**src/rtl/seg7_seq_monitor_if.sv**
```systemverilog
// Bundle for the 7-segment monitor: sampled segment drive in, decode/check results out.
// Latency: none, wires only.
// Backpressure: none; the sample strobe is never stalled.
interface seg7_seq_monitor_if #(
  parameter int ERR_W = 8
);
  logic [6:0]       seg_in;
  logic             sample;
  logic [3:0]       digit_out;
  logic             digit_valid;
  logic             seq_err;
  logic             bad_pattern;
  logic [ERR_W-1:0] err_count;
  logic             locked;

  // Side that drives the display and consumes the check results.
  modport master (
    output seg_in, sample,
    input  digit_out, digit_valid, seq_err, bad_pattern, err_count, locked
  );

  // The monitor itself.
  modport slave (
    input  seg_in, sample,
    output digit_out, digit_valid, seq_err, bad_pattern, err_count, locked
  );
endinterface

```
**src/rtl/seg7_seq_monitor.sv**
```systemverilog
// Decodes sampled 7-segment drive to BCD and checks it follows the mod-10 count.
// Latency: one cycle; every output is registered off the sampling edge.
// Backpressure: none; every cycle with sample=1 is evaluated.
module seg7_seq_monitor #(
  parameter int LOCK_N = 4,
  parameter int ERR_W  = 8
) (
  input  logic              clk,
  input  logic              rst,
  seg7_seq_monitor_if.slave mon
);

  typedef enum logic [1:0] {
    HUNT   = 2'd0,
    CHECK  = 2'd1,
    LOCKED = 2'd2
  } state_t;

  localparam logic [3:0]       LOCK_V  = 4'(LOCK_N);
  localparam logic [ERR_W-1:0] ERR_MAX = {ERR_W{1'b1}};

  state_t           state_q, state_d;
  logic [3:0]       expected_q, expected_d;
  logic [3:0]       match_q, match_d;
  logic [3:0]       digit_q, digit_d;
  logic             valid_q, valid_d;
  logic             seq_err_q, seq_err_d;
  logic             bad_q, bad_d;
  logic [ERR_W-1:0] err_cnt_q, err_cnt_d;
  logic             locked_q;

  logic             dec_legal;
  logic [3:0]       dec_digit;
  logic [3:0]       dec_next;
  logic [3:0]       match_inc;
  logic             err_evt;

  function automatic logic [3:0] next_digit(input logic [3:0] d);
    return (d == 4'd9) ? 4'd0 : d + 4'd1;
  endfunction

  // Map the segment pattern back to a digit; anything else, blank included, is illegal.
  always_comb begin
    dec_legal = 1'b1;
    dec_digit = 4'd0;
    case (mon.seg_in)
      7'h3F:   dec_digit = 4'd0;
      7'h06:   dec_digit = 4'd1;
      7'h5B:   dec_digit = 4'd2;
      7'h4F:   dec_digit = 4'd3;
      7'h66:   dec_digit = 4'd4;
      7'h6D:   dec_digit = 4'd5;
      7'h7D:   dec_digit = 4'd6;
      7'h07:   dec_digit = 4'd7;
      7'h7F:   dec_digit = 4'd8;
      7'h6F:   dec_digit = 4'd9;
      default: dec_legal = 1'b0;
    endcase
  end

  assign dec_next  = next_digit(dec_digit);
  assign match_inc = match_q + 4'd1;

  // Next-state and pulse logic; pulses default low so they last one cycle.
  always_comb begin
    state_d    = state_q;
    expected_d = expected_q;
    match_d    = match_q;
    digit_d    = digit_q;
    valid_d    = 1'b0;
    seq_err_d  = 1'b0;
    bad_d      = 1'b0;
    err_evt    = 1'b0;

    if (mon.sample) begin
      if (!dec_legal) begin
        // Illegal pattern: digit_out holds, sequence tracking restarts.
        bad_d   = 1'b1;
        state_d = HUNT;
        match_d = 4'd0;
        if (state_q == LOCKED) begin
          err_evt = 1'b1;
        end
      end else begin
        valid_d = 1'b1;
        digit_d = dec_digit;
        // In every legal case the next expected digit follows the one just seen:
        // on a match this is the advance, on a mismatch it is the resync.
        expected_d = dec_next;
        case (state_q)
          HUNT: begin
            state_d = CHECK;
            match_d = 4'd0;
          end
          CHECK: begin
            if (dec_digit == expected_q) begin
              match_d = match_inc;
              if (match_inc == LOCK_V) begin
                state_d = LOCKED;
              end
            end else begin
              match_d = 4'd0;
            end
          end
          LOCKED: begin
            if (dec_digit != expected_q) begin
              seq_err_d = 1'b1;
              err_evt   = 1'b1;
              state_d   = CHECK;
              match_d   = 4'd0;
            end
          end
          default: begin
            state_d = HUNT;
            match_d = 4'd0;
          end
        endcase
      end
    end
  end

  // Error counter only advances on events raised while locked and sticks at all-ones.
  always_comb begin
    err_cnt_d = err_cnt_q;
    if (err_evt && (err_cnt_q != ERR_MAX)) begin
      err_cnt_d = err_cnt_q + 1'b1;
    end
  end

  // State and output registers; reset clears everything including in-flight pulses.
  always_ff @(posedge clk or posedge rst) begin
    if (rst) begin
      state_q    <= HUNT;
      expected_q <= 4'd0;
      match_q    <= 4'd0;
      digit_q    <= 4'd0;
      valid_q    <= 1'b0;
      seq_err_q  <= 1'b0;
      bad_q      <= 1'b0;
      err_cnt_q  <= '0;
      locked_q   <= 1'b0;
    end else begin
      state_q    <= state_d;
      expected_q <= expected_d;
      match_q    <= match_d;
      digit_q    <= digit_d;
      valid_q    <= valid_d;
      seq_err_q  <= seq_err_d;
      bad_q      <= bad_d;
      err_cnt_q  <= err_cnt_d;
      locked_q   <= (state_d == LOCKED);
    end
  end

  assign mon.digit_out   = digit_q;
  assign mon.digit_valid = valid_q;
  assign mon.seq_err     = seq_err_q;
  assign mon.bad_pattern = bad_q;
  assign mon.err_count   = err_cnt_q;
  assign mon.locked      = locked_q;

endmodule

```
**src/flat_wrapper.sv**
```systemverilog
// flat-port wrapper written by rule: the top's interface ports become plain ports
module seg7_seq_monitor_flat 
#(
  parameter int LOCK_N = 4,
  parameter int ERR_W  = 8
)
  (clk, rst, mon_seg_in, mon_sample, mon_digit_out, mon_digit_valid, mon_seq_err, mon_bad_pattern, mon_err_count, mon_locked);
  seg7_seq_monitor_if #(.ERR_W(ERR_W)) mon_i ();
  input  logic clk;
  input  logic rst;
  input wire logic [$bits(mon_i.seg_in)-1:0] mon_seg_in;
  input wire logic [$bits(mon_i.sample)-1:0] mon_sample;
  output wire logic [$bits(mon_i.digit_out)-1:0] mon_digit_out;
  output wire logic [$bits(mon_i.digit_valid)-1:0] mon_digit_valid;
  output wire logic [$bits(mon_i.seq_err)-1:0] mon_seq_err;
  output wire logic [$bits(mon_i.bad_pattern)-1:0] mon_bad_pattern;
  output wire logic [$bits(mon_i.err_count)-1:0] mon_err_count;
  output wire logic [$bits(mon_i.locked)-1:0] mon_locked;
  assign mon_i.seg_in = mon_seg_in;
  assign mon_i.sample = mon_sample;
  assign mon_digit_out = mon_i.digit_out;
  assign mon_digit_valid = mon_i.digit_valid;
  assign mon_seq_err = mon_i.seq_err;
  assign mon_bad_pattern = mon_i.bad_pattern;
  assign mon_err_count = mon_i.err_count;
  assign mon_locked = mon_i.locked;
  seg7_seq_monitor #(.LOCK_N(LOCK_N), .ERR_W(ERR_W)) u_core (.clk(clk), .rst(rst), .mon(mon_i));
endmodule
```
**config.mk**
```make
export PLATFORM = sky130hd
export DESIGN_NAME = seg7_seq_monitor_flat
export DESIGN_NICKNAME = d
export VERILOG_FILES = /design/src/rtl/seg7_seq_monitor_if.sv /design/src/rtl/seg7_seq_monitor.sv /design/src/flat_wrapper.sv
export SDC_FILE = /design/constraint.sdc
export NUM_CORES = 1
export LEC_CHECK = 0
export ABC_AREA = 1
export CORE_MARGIN = 2
export CORE_UTILIZATION = 57
export DETAILED_ROUTE_END_ITERATION = 7
export GPL_TIMING_DRIVEN = 0
export PLACE_DENSITY_LB_ADDON = 0.2
export RECOVER_POWER = 100
export SLEW_MARGIN = 30
export SYNTH_ARGS = -nofsm -noshare
export SYNTH_HDL_FRONTEND = slang
export SYNTH_SLANG_ARGS = --single-unit
```
**constraint.sdc**
```tcl
create_clock -name clk -period 4.4 [get_ports clk]
set_input_delay 0.66 -clock clk [delete_from_list [all_inputs] [get_ports clk]]
set_output_delay 0.66 -clock clk [all_outputs]
set_load 0.005 [all_outputs]
```
==> flow_summary.ini, run 1 <==
[placed_design]
port_buffers = 24
placed_cells = 276
hpwl_um = 2420
dpl_cell_area_mm2 = 0.00195
globalplace.congestion = 0.826
dp_slack_ps = 1620

[finish]
fin_cells = 280
area_delta_synth_final_pct = 15.6
drive_gt1_frac = 0.0924
final_area_mm2 = 0.00193
nets = 263
diodes = 0

[routing]
vias = 1449
drt-initial-drc-count = 54
post_drt_wl_per_cell_um = 11.3
avgViaCountPerCell = 5.18
antenna_left = 0
drc = 0
drt-pass1-iter-count = 4
drt_wl_total_um = 3170

[pwr]
power_switching_uw = 138
power.internal_uw = 383
pwr-share-seq = 0.503
total_power_uw = 521
pwr-share-clk = 0.317
p_leak_nw = 1.02
power.density_mw_per_mm2 = 270
p_comb_frac = 0.180
vdd_drop_max_v = 0.000254
swShare = 0.264

[timing]
worst_pin_slew_ps = 953
fin_setup_tns_ps = 0
slew_headroom = 0.364
max_freq_mhz = 305
fin_skew_ps = 3.72
fin_ws_ps = 1120
rsz0062_at_grt = false
setup_viol = 0
fin_crit_sh = 0.745
drv_slew = 0
fin_crit_ps = 3280
hold_violations = 0

[synthesis]
yosysWarnings = 0
ys_seq_elements = 26
synth_common_cells = nand2_1, dfrtp_1, inv_1, nor2_1, nand3_1
synth_area_mm2 = 0.00167
synth_top_area_share = 0.390
synthFlopType = dfrtp_1
synth_edf_count = 0
synth_cells = 221
async_flop_share = 1.00
yosysSeqAreaShare = 0.390
synth_fp_nets = 234
avgSynthCellArea_um2 = 7.55
synth_largest_area_cell = dfrtp_1
yosysUniqueCellTypes = 30
synth.most_common_cell = nand2_1
synthTopCellsByArea = dfrtp_1, nand2_1, inv_1, nor2_1, xnor2_1

[clock_tree]
post_cts_resized = 0
cts.clk_slew.worst_paths_ps = 150
clockBufferDepth = 2
clock_sinks = 26
htreeDepth = 1
cts_buffers = 3
cts_tree = yes
hold_buffers = 0
post_cts_buffers = 0
root_buffer = clkbuf_4
clkLatencyLatePin_ps = 320

[critical_path]
start_kind = input pin
arrival_ps = 3500
crit_path_end_kind = register
cp.required_ps = 4620
path_max_fanout = 10
setup.worst_path.class = in2reg

[global_route]
grt_pass1_wl_um = 5600
antenna_found_initial = 0
grt_max_degree = 27
globalRouteOverflowTotal = 0
grt_pass1_vias = 1378
grtUsageTotal = 0.215

[die]
core_mm2 = 0.00276
die_h_um = 58.1
initial_utilization = 0.605
placement_rows = 19
die_w_um = 58.1
die_area_mm2 = 0.00338
pin_count = 26

[flow_run]
cap_violations = 0

[outcome]
status = complete, no violations

[min_path]
hp-class = reg2reg
-- critical path, stage by stage --
cell,delay [ps]
dlygate4sd3_1,630
clkinv_1,90
nand2_1,50
nor2_1,240
nand2_2,80
nand2_1,150
nor2_1,130
nand2_1,100
nand2_1,60
nor2_1,250
nand2_4,100
inv_4,70
nand2_1,60
nand2_1,290
clkinvlp_2,340
nand2_1,120
nand2_1,70
-- final cells by class --
type | instances | area, um^2
multi-input cells | 163 | 823
clock buffers | 3 | 22.5
fillers | 235 | 828
plain buffers | 2 | 7.51
flip-flops and latches | 26 | 651
inverters | 30 | 116
repair buffers | 24 | 240
well taps | 31 | 38.8
clock inverters | 1 | 30.0
-- placed cells by master, fill, tap and decap left out, drive strengths merged --
cell type / netlist / layout
a21boi: 2 / 2
a21oi: 1 / 1
bufinv: 0 / 1
clkbuf: 1 / 5
clkdlybuf4s50: 0 / 6
clkinv: 0 / 1
clkinvlp: 0 / 1
dfrtp: 26 / 26
dlygate4sd3: 0 / 18
ha: 3 / 3
inv: 30 / 28
nand2: 78 / 78
nand3: 14 / 14
nand3b: 1 / 1
nand4: 8 / 8
nor2: 31 / 31
nor3: 1 / 1
nor4: 1 / 1
o21ai: 11 / 11
o22ai: 1 / 1
o31ai: 1 / 1
xnor2: 7 / 7
xor2: 3 / 3
-- metrics by stage --
stage / hold slack [ps] / util
after global routing: 505 / 0.700
after global placement: 457 / 0.706
after CTS: 490 / 0.725
after detailed placement: 458 / 0.706
final: 479 / 0.700
after floorplan: 465 / -
-- final timing paths --
path / from / to / slack (ps) / depth (start not counted)
max in group asynchronous: rst / u_core.mon.digit_valid$_DFF_PP0_ / 2850 / 2
setup / recovery: mon_seg_in[4] / u_core.mon.err_count[7]$_DFFE_PP0P_ / 1120 / 17
hold reg to reg: u_core.mon.digit_out[0]$_DFFE_PP0P_ / u_core.mon.digit_out[0]$_DFFE_PP0P_ / 480 / 2
setup reg to reg: u_core.expected_q[3]$_DFFE_PP0P_ / u_core.mon.err_count[7]$_DFFE_PP0P_ / 2410 / 10
min in group asynchronous: rst / u_core.mon.err_count[1]$_DFFE_PP0P_ / 970 / 2
hold / removal: u_core.mon.digit_out[0]$_DFFE_PP0P_ / u_core.mon.digit_out[0]$_DFFE_PP0P_ / 480 / 2
-- power by group through the flow --
| stage | logic, mW | clock network, mW | registers [mW] |
|---|---|---|---|
| 3_5_place_dp | 0.105 | 0 | 0.268 |
| 6_report | 0.0938 | 0.165 | 0.262 |
| 3_3_place_gp | 0.102 | 0 | 0.267 |
| 5_1_grt | 0.104 | 0.177 | 0.265 |
| 2_1_floorplan | 0.0660 | 0 | 0.267 |
| 4_1_cts | 0.107 | 0.167 | 0.263 |
-- cells by family after synthesis --
group,share of synthesized area
flip-flops,0.390
AO/OA/AOI/OAI,0.0555
XOR/XNOR,0.0525
AND/OR/NAND/NOR,0.404
adder cells (fa/ha/maj),0.0225
buffers and inverters,0.0757
-- layer usage --
layer  share of wire  vias up  global-route usage
met5               0        -                   0
met4          0.0054        0              0.0864
met3           0.054        2              0.0290
met2            0.48       40               0.360
met1            0.46      658               0.280
li1                -      749                   -
-- registers in the layout (all words and copies together), names as in the netlist --
register                flops
u_core.mon.err_count        8
u_core.expected_q           4
u_core.match_q              4
u_core.mon.digit_out        4
u_core.state_q              2
u_core.mon.bad_pattern      1
u_core.mon.digit_valid      1
u_core.mon.locked           1
u_core.mon.seq_err          1
No activity file was read; power rests on OpenSTA's default activity.
==> run 2: changes to the inputs <==
--- a/config.mk
+++ b/config.mk
@@ -7,7 +7,7 @@
 export LEC_CHECK = 0
 export ABC_AREA = 1
 export CORE_MARGIN = 2
-export CORE_UTILIZATION = 57
+export CORE_UTILIZATION = 53
 export DETAILED_ROUTE_END_ITERATION = 7
 export GPL_TIMING_DRIVEN = 0
 export PLACE_DENSITY_LB_ADDON = 0.2
==> constraint.sdc (replaced) <==
create_clock -name clk -period 3.3 [get_ports clk]
set_input_delay 0.495 -clock clk [delete_from_list [all_inputs] [get_ports clk]]
set_output_delay 0.495 -clock clk [all_outputs]
set_load 0.005 [all_outputs]
==> run 2 against run 1 <==
  * Critical endpoint is now u_core.mon.err_count[1]$_DFFE_PP0P_
  * Non-clock buffer count is the same
  * Register-to-register slack lost 800 ps
  * Largest cell class unchanged
  * Final cell count grew 4.6%
  * Clock power up 32%
  * Cell area rose by 1.5%
  * Sequential power up 34%
==> flow_summary.ini, run 2 (synthesis gave the netlist of run 1 again) <==
[clock_tree]
hold_buffers = 0
cts.clk_slew.worst_paths_ps = 130
clockBufferDepth = 2
post_cts_resized = 0
root_buffer = clkbuf_4
post_cts_buffers = 0
clock_sinks = 26
htreeDepth = 1
cts_buffers = 3
cts_tree = yes
clkLatencyLatePin_ps = 320

[pwr]
vdd_drop_max_v = 0.000273
power.density_mw_per_mm2 = 356
p_leak_nw = 1.03

[finish]
final_area_mm2 = 0.00196
area_delta_synth_final_pct = 17.3
fillers = 278
largest_reg_flops = 8
drive_gt1_frac = 0.100
nets = 263
final_cell_mix = nand2_1, dfrtp_1, inv_1, nor2_1, dlygate4sd3_1
final_common_cell = nand2_1
diodes = 0
postLayoutCoreUtil = 0.647

[critical_path]
worst-path-buf-inv = 4
r2r-start = u_core.expected_q[3]$_DFFE_PP0P_
setup.worst_path.class = in2reg
rr_worst_depth = 10
crit_family = simple AND/OR/NAND/NOR gates
cpPeakStageDelay_ps = 620
arrival_ps = 2860
start_kind = input pin
crit_path_end_kind = register
cp.required_ps = 3520
crit_top_cell = nand2_1
r2r_end = u_core.mon.err_count[1]$_DFFE_PP0P_
startpoint = mon_seg_in[1]
cp_cell_sequence = dlygate4sd3_1 > inv_1 > nand2_1 > nor2_1 > nand2_1 > nand2_4 > nor2_1 > nand2_1 > nand2_1 > nor2_4 > nand2_4 > inv_4 > nand2_1 > nand2_1 > inv_4 > nand2_1 > nand2_1
cp_slowest_cell = dlygate4sd3_1
reg2reg_slack_ps = 1610
path_max_fanout = 10

[min_path]
hp-class = reg2reg
min_path_cells = 2
hp-start = u_core.mon.digit_out[0]$_DFFE_PP0P_
holdPathEnd = u_core.mon.digit_out[0]$_DFFE_PP0P_

[timing]
fin_crit_ps = 2640
fin_skew_ps = 14.7
worst_pin_slew_ps = 959
rsz0062_at_grt = false
fin_ws_ps = 660
fin_setup_tns_ps = 0
holdWs_ps = 481
fin_crit_sh = 0.800
setup_viol = 0
slew_headroom = 0.360
drv_slew = 0
hold_violations = 0
max_freq_mhz = 379

[routing]
antenna_left = 0
drc = 0
drt-initial-drc-count = 71
drt-pass1-iter-count = 4
drt_wl_total_um = 2990
vias = 1368
avgViaCountPerCell = 4.67
post_drt_wl_per_cell_um = 10.2

[global_route]
grt_pass1_wl_um = 5440
grtUsageTotal = 0.197
grt_max_degree = 27
antenna_found_initial = 0
globalRouteOverflowTotal = 0
grt_pass1_vias = 1261

[placed_design]
dpl_cell_area_mm2 = 0.00196
hpwl_um = 2300
dp_slack_ps = 695
globalplace.congestion = 0.872
port_buffers = 24

[die]
initial_utilization = 0.551
core_mm2 = 0.00303
die_area_mm2 = 0.00361
placement_rows = 20
pin_count = 26
die_w_um = 60.1
die_h_um = 60.1

[outcome]
status = complete, no violations

[flow_run]
cap_violations = 0
[run 2: changes by cell type in the layout (fill, tap and decap cells not counted)]
cell | before | now
buf_2 | 0 | 1
clkbuf_1 | 2 | 1
clkinv_1 | 1 | 0
clkinvlp_2 | 1 | 0
inv_2 | 2 | 3
inv_4 | 1 | 2
nand2_2 | 4 | 3
nand2_4 | 1 | 2
nor2_2 | 4 | 3
nor2_4 | 2 | 3
[run 2: worst min-delay path, cell delays in order (launching register included)]
cell     delay, ps
dfrtp_1        360
nand2_1         50
nand2_1         50
[run 2: power breakdown]
| part | internal (mW) | total [mW] | switching [mW] |
|---|---|---|---|
| registers | 0.338 | 0.350 | 0.0122 |
| logic | 0.0530 | 0.128 | 0.0755 |
| clock network | 0.123 | 0.218 | 0.0953 |
[run 2: cell type report]
type | instances | area (um^2) | share of cell area
clock inverters | 1 | 30.0 | 0.0153
flip-flops and latches | 26 | 651 | 0.332
plain buffers | 2 | 8.76 | 0.00447
inverters | 30 | 118 | 0.0601
clock buffers | 3 | 22.5 | 0.0115
multi-input cells | 163 | 833 | 0.426
repair buffers | 24 | 240 | 0.123
well taps | 44 | 55.1 | 0.0281
[run 2: metal layers]
metal	global-route usage	wire length, um	up-vias
met5	0	0	-
met4	0.0571	22	0
met3	0.0260	94	2
met2	0.317	1340	29
met1	0.276	1530	589
li1	-	-	748
[run 2: through the flow]
stage | total power, mW | std cells
final | 0.697 | 293
after global routing | 0.740 | 293
after detailed placement | 0.496 | 289
after floorplan | 0.444 | 221
after global placement | 0.494 | 289
after CTS | 0.715 | 293
[run 2: how the worst max path moves through the flow]
stage                                     endpoint  slack, ps  depth (start not counted)
2_1_floorplan  u_core.mon.err_count[6]$_DFFE_PP0P_       1480                         15
3_3_place_gp   u_core.mon.err_count[6]$_DFFE_PP0P_        680                         15
3_5_place_dp   u_core.mon.err_count[1]$_DFFE_PP0P_        690                         15
4_1_cts        u_core.mon.err_count[1]$_DFFE_PP0P_       1050                         15
5_1_grt        u_core.mon.err_count[1]$_DFFE_PP0P_        440                         17
6_report       u_core.mon.err_count[1]$_DFFE_PP0P_        660                         17
==> run 3: changes to the inputs <==
==> constraint.sdc (replaced) <==
create_clock -name clk -period 2.6 [get_ports clk]
set_input_delay 0.39 -clock clk [delete_from_list [all_inputs] [get_ports clk]]
set_output_delay 0.39 -clock clk [all_outputs]
set_load 0.005 [all_outputs]
==> run 3 against run 2 <==
  * Total power rose by 27%
  * Die area did not move
  * First-iteration DRC count rose by 11%
  * Via count barely moved
  * Sequential share of layout area fell by 0.56 points
==> flow_summary.ini, run 3 (synthesis gave the netlist of run 1 again) <==
[outcome]
status = complete, no violations

[placed_design]
dp_slack_ps = 99.6
port_buffers = 24
dpl_cell_area_mm2 = 0.00196
hpwl_um = 2300
globalplace.congestion = 0.872

[critical_path]
setup.worst_path.class = in2reg
cp.required_ps = 2820
arrival_ps = 2510
path_max_fanout = 10
start_kind = input pin
crit_path_end_kind = register

[timing]
fin_setup_tns_ps = 0
fin_crit_sh = 0.880
drv_slew = 0
setup_viol = 0
fin_ws_ps = 312
fin_crit_ps = 2290
fin_skew_ps = 11.8
slew_headroom = 0.364
hold_violations = 0
rsz0062_at_grt = false
worst_pin_slew_ps = 953
max_freq_mhz = 437

[finish]
drive_gt1_frac = 0.116
final_cell_mix = nand2_1, dfrtp_1, inv_1, nor2_1, dlygate4sd3_1
postLayoutCoreUtil = 0.658
largest_reg_flops = 8
fillers = 272
final_area_mm2 = 0.00199
seq_area_um2 = 651
area_delta_synth_final_pct = 19.3
final_common_cell = nand2_1
multi_input_area_um2 = 867
diodes = 0
nets = 263

[pwr]
power.internal_uw = 653
power_switching_uw = 234
power.density_mw_per_mm2 = 445
vdd_drop_max_v = 0.000348
pwr-share-clk = 0.310
pwr-share-seq = 0.501
swShare = 0.264
p_leak_nw = 1.05
p_comb_frac = 0.189

[clock_tree]
post_cts_buffers = 0
root_buffer = clkbuf_4
htreeDepth = 1
post_cts_resized = 0
cts_tree = yes
hold_buffers = 0
clock_sinks = 26
clockBufferDepth = 2
cts.clk_slew.worst_paths_ps = 150
cts_buffers = 3
clkLatencyLatePin_ps = 320

[global_route]
antenna_found_initial = 0
globalRouteOverflowTotal = 0
grt_pass1_vias = 1261
grt_max_degree = 27
grtUsageTotal = 0.197
grt_pass1_wl_um = 5440

[flow_run]
cap_violations = 0

[routing]
vias = 1369
post_drt_wl_per_cell_um = 10.2
drt-initial-drc-count = 79
drt_wl_total_um = 2990
antenna_left = 0
avgViaCountPerCell = 4.67
drc = 0
drt-pass1-iter-count = 4

[die]
placement_rows = 20
die_w_um = 60.1
pin_count = 26
initial_utilization = 0.551
core_mm2 = 0.00303
die_area_mm2 = 0.00361
die_h_um = 60.1

[min_path]
hp-class = in2reg
run 3: final timing paths:
| check | slack, ps | cells after the start | to | start |
|---|---|---|---|---|
| min in group asynchronous | 700 | 2 | u_core.mon.err_count[4]$_DFFE_PP0P_ | rst |
| hold reg to reg | 480 | 2 | u_core.mon.digit_out[0]$_DFFE_PP0P_ | u_core.mon.digit_out[0]$_DFFE_PP0P_ |
| setup / recovery | 310 | 16 | u_core.mon.err_count[1]$_DFFE_PP0P_ | mon_seg_in[2] |
| setup reg to reg | 1060 | 8 | u_core.mon.err_count[1]$_DFFE_PP0P_ | u_core.mon.err_count[0]$_DFFE_PP0P_ |
| max in group asynchronous | 1310 | 2 | u_core.expected_q[3]$_DFFE_PP0P_ | rst |
| hold / removal | 440 | 3 | u_core.mon.bad_pattern$_DFF_PP0_ | mon_sample |
run 3: critical path, stage by stage:
cell             delay (ps)
clkdlybuf4s50_1         520
nand2_1                 140
nor2_1                  260
nand2_1                 130
nand2_4                 120
inv_2                    40
nand3_1                  60
nand2_1                  50
nor2_1                  270
nand2_4                 110
inv_4                    80
nand2_4                  70
nand2_8                 110
inv_4                    60
nand2_1                  60
nand2_1                  50
run 3: per-stage QoR:
step / hold slack [ps] / power [mW] / instances
finish: 435 / 0.887 / 293
global route: 447 / 0.944 / 293
CTS: 417 / 0.907 / 293
detailed placement: 459 / 0.629 / 289
global placement: 455 / 0.627 / 289
floorplan: 430 / 0.563 / 221
run 3: cell type report:
| class | count | share of cell area |
|---|---|---|
| tap | 44 | 0.0276 |
| clock inverter | 1 | 0.0151 |
| timing repair buffer | 24 | 0.121 |
| clock buffer | 3 | 0.0113 |
| multi-input combinational | 163 | 0.435 |
| sequential | 26 | 0.327 |
| buffer | 2 | 0.00440 |
| inverter | 30 | 0.0590 |
run 3: metal layers:
metal / part of all wire / track usage
met1: 0.51 / 0.276
met2: 0.46 / 0.317
met3: 0.026 / 0.0260
met4: 0.0074 / 0.0571
met5: 0 / 0
run 3: power groups by stage:
stage | combinational (mW) | clock, mW | sequential [mW]
after floorplan | 0.112 | 0 | 0.452
after global placement | 0.175 | 0 | 0.452
after detailed placement | 0.176 | 0 | 0.453
after CTS | 0.177 | 0.285 | 0.445
after global routing | 0.194 | 0.302 | 0.448
final | 0.168 | 0.275 | 0.444
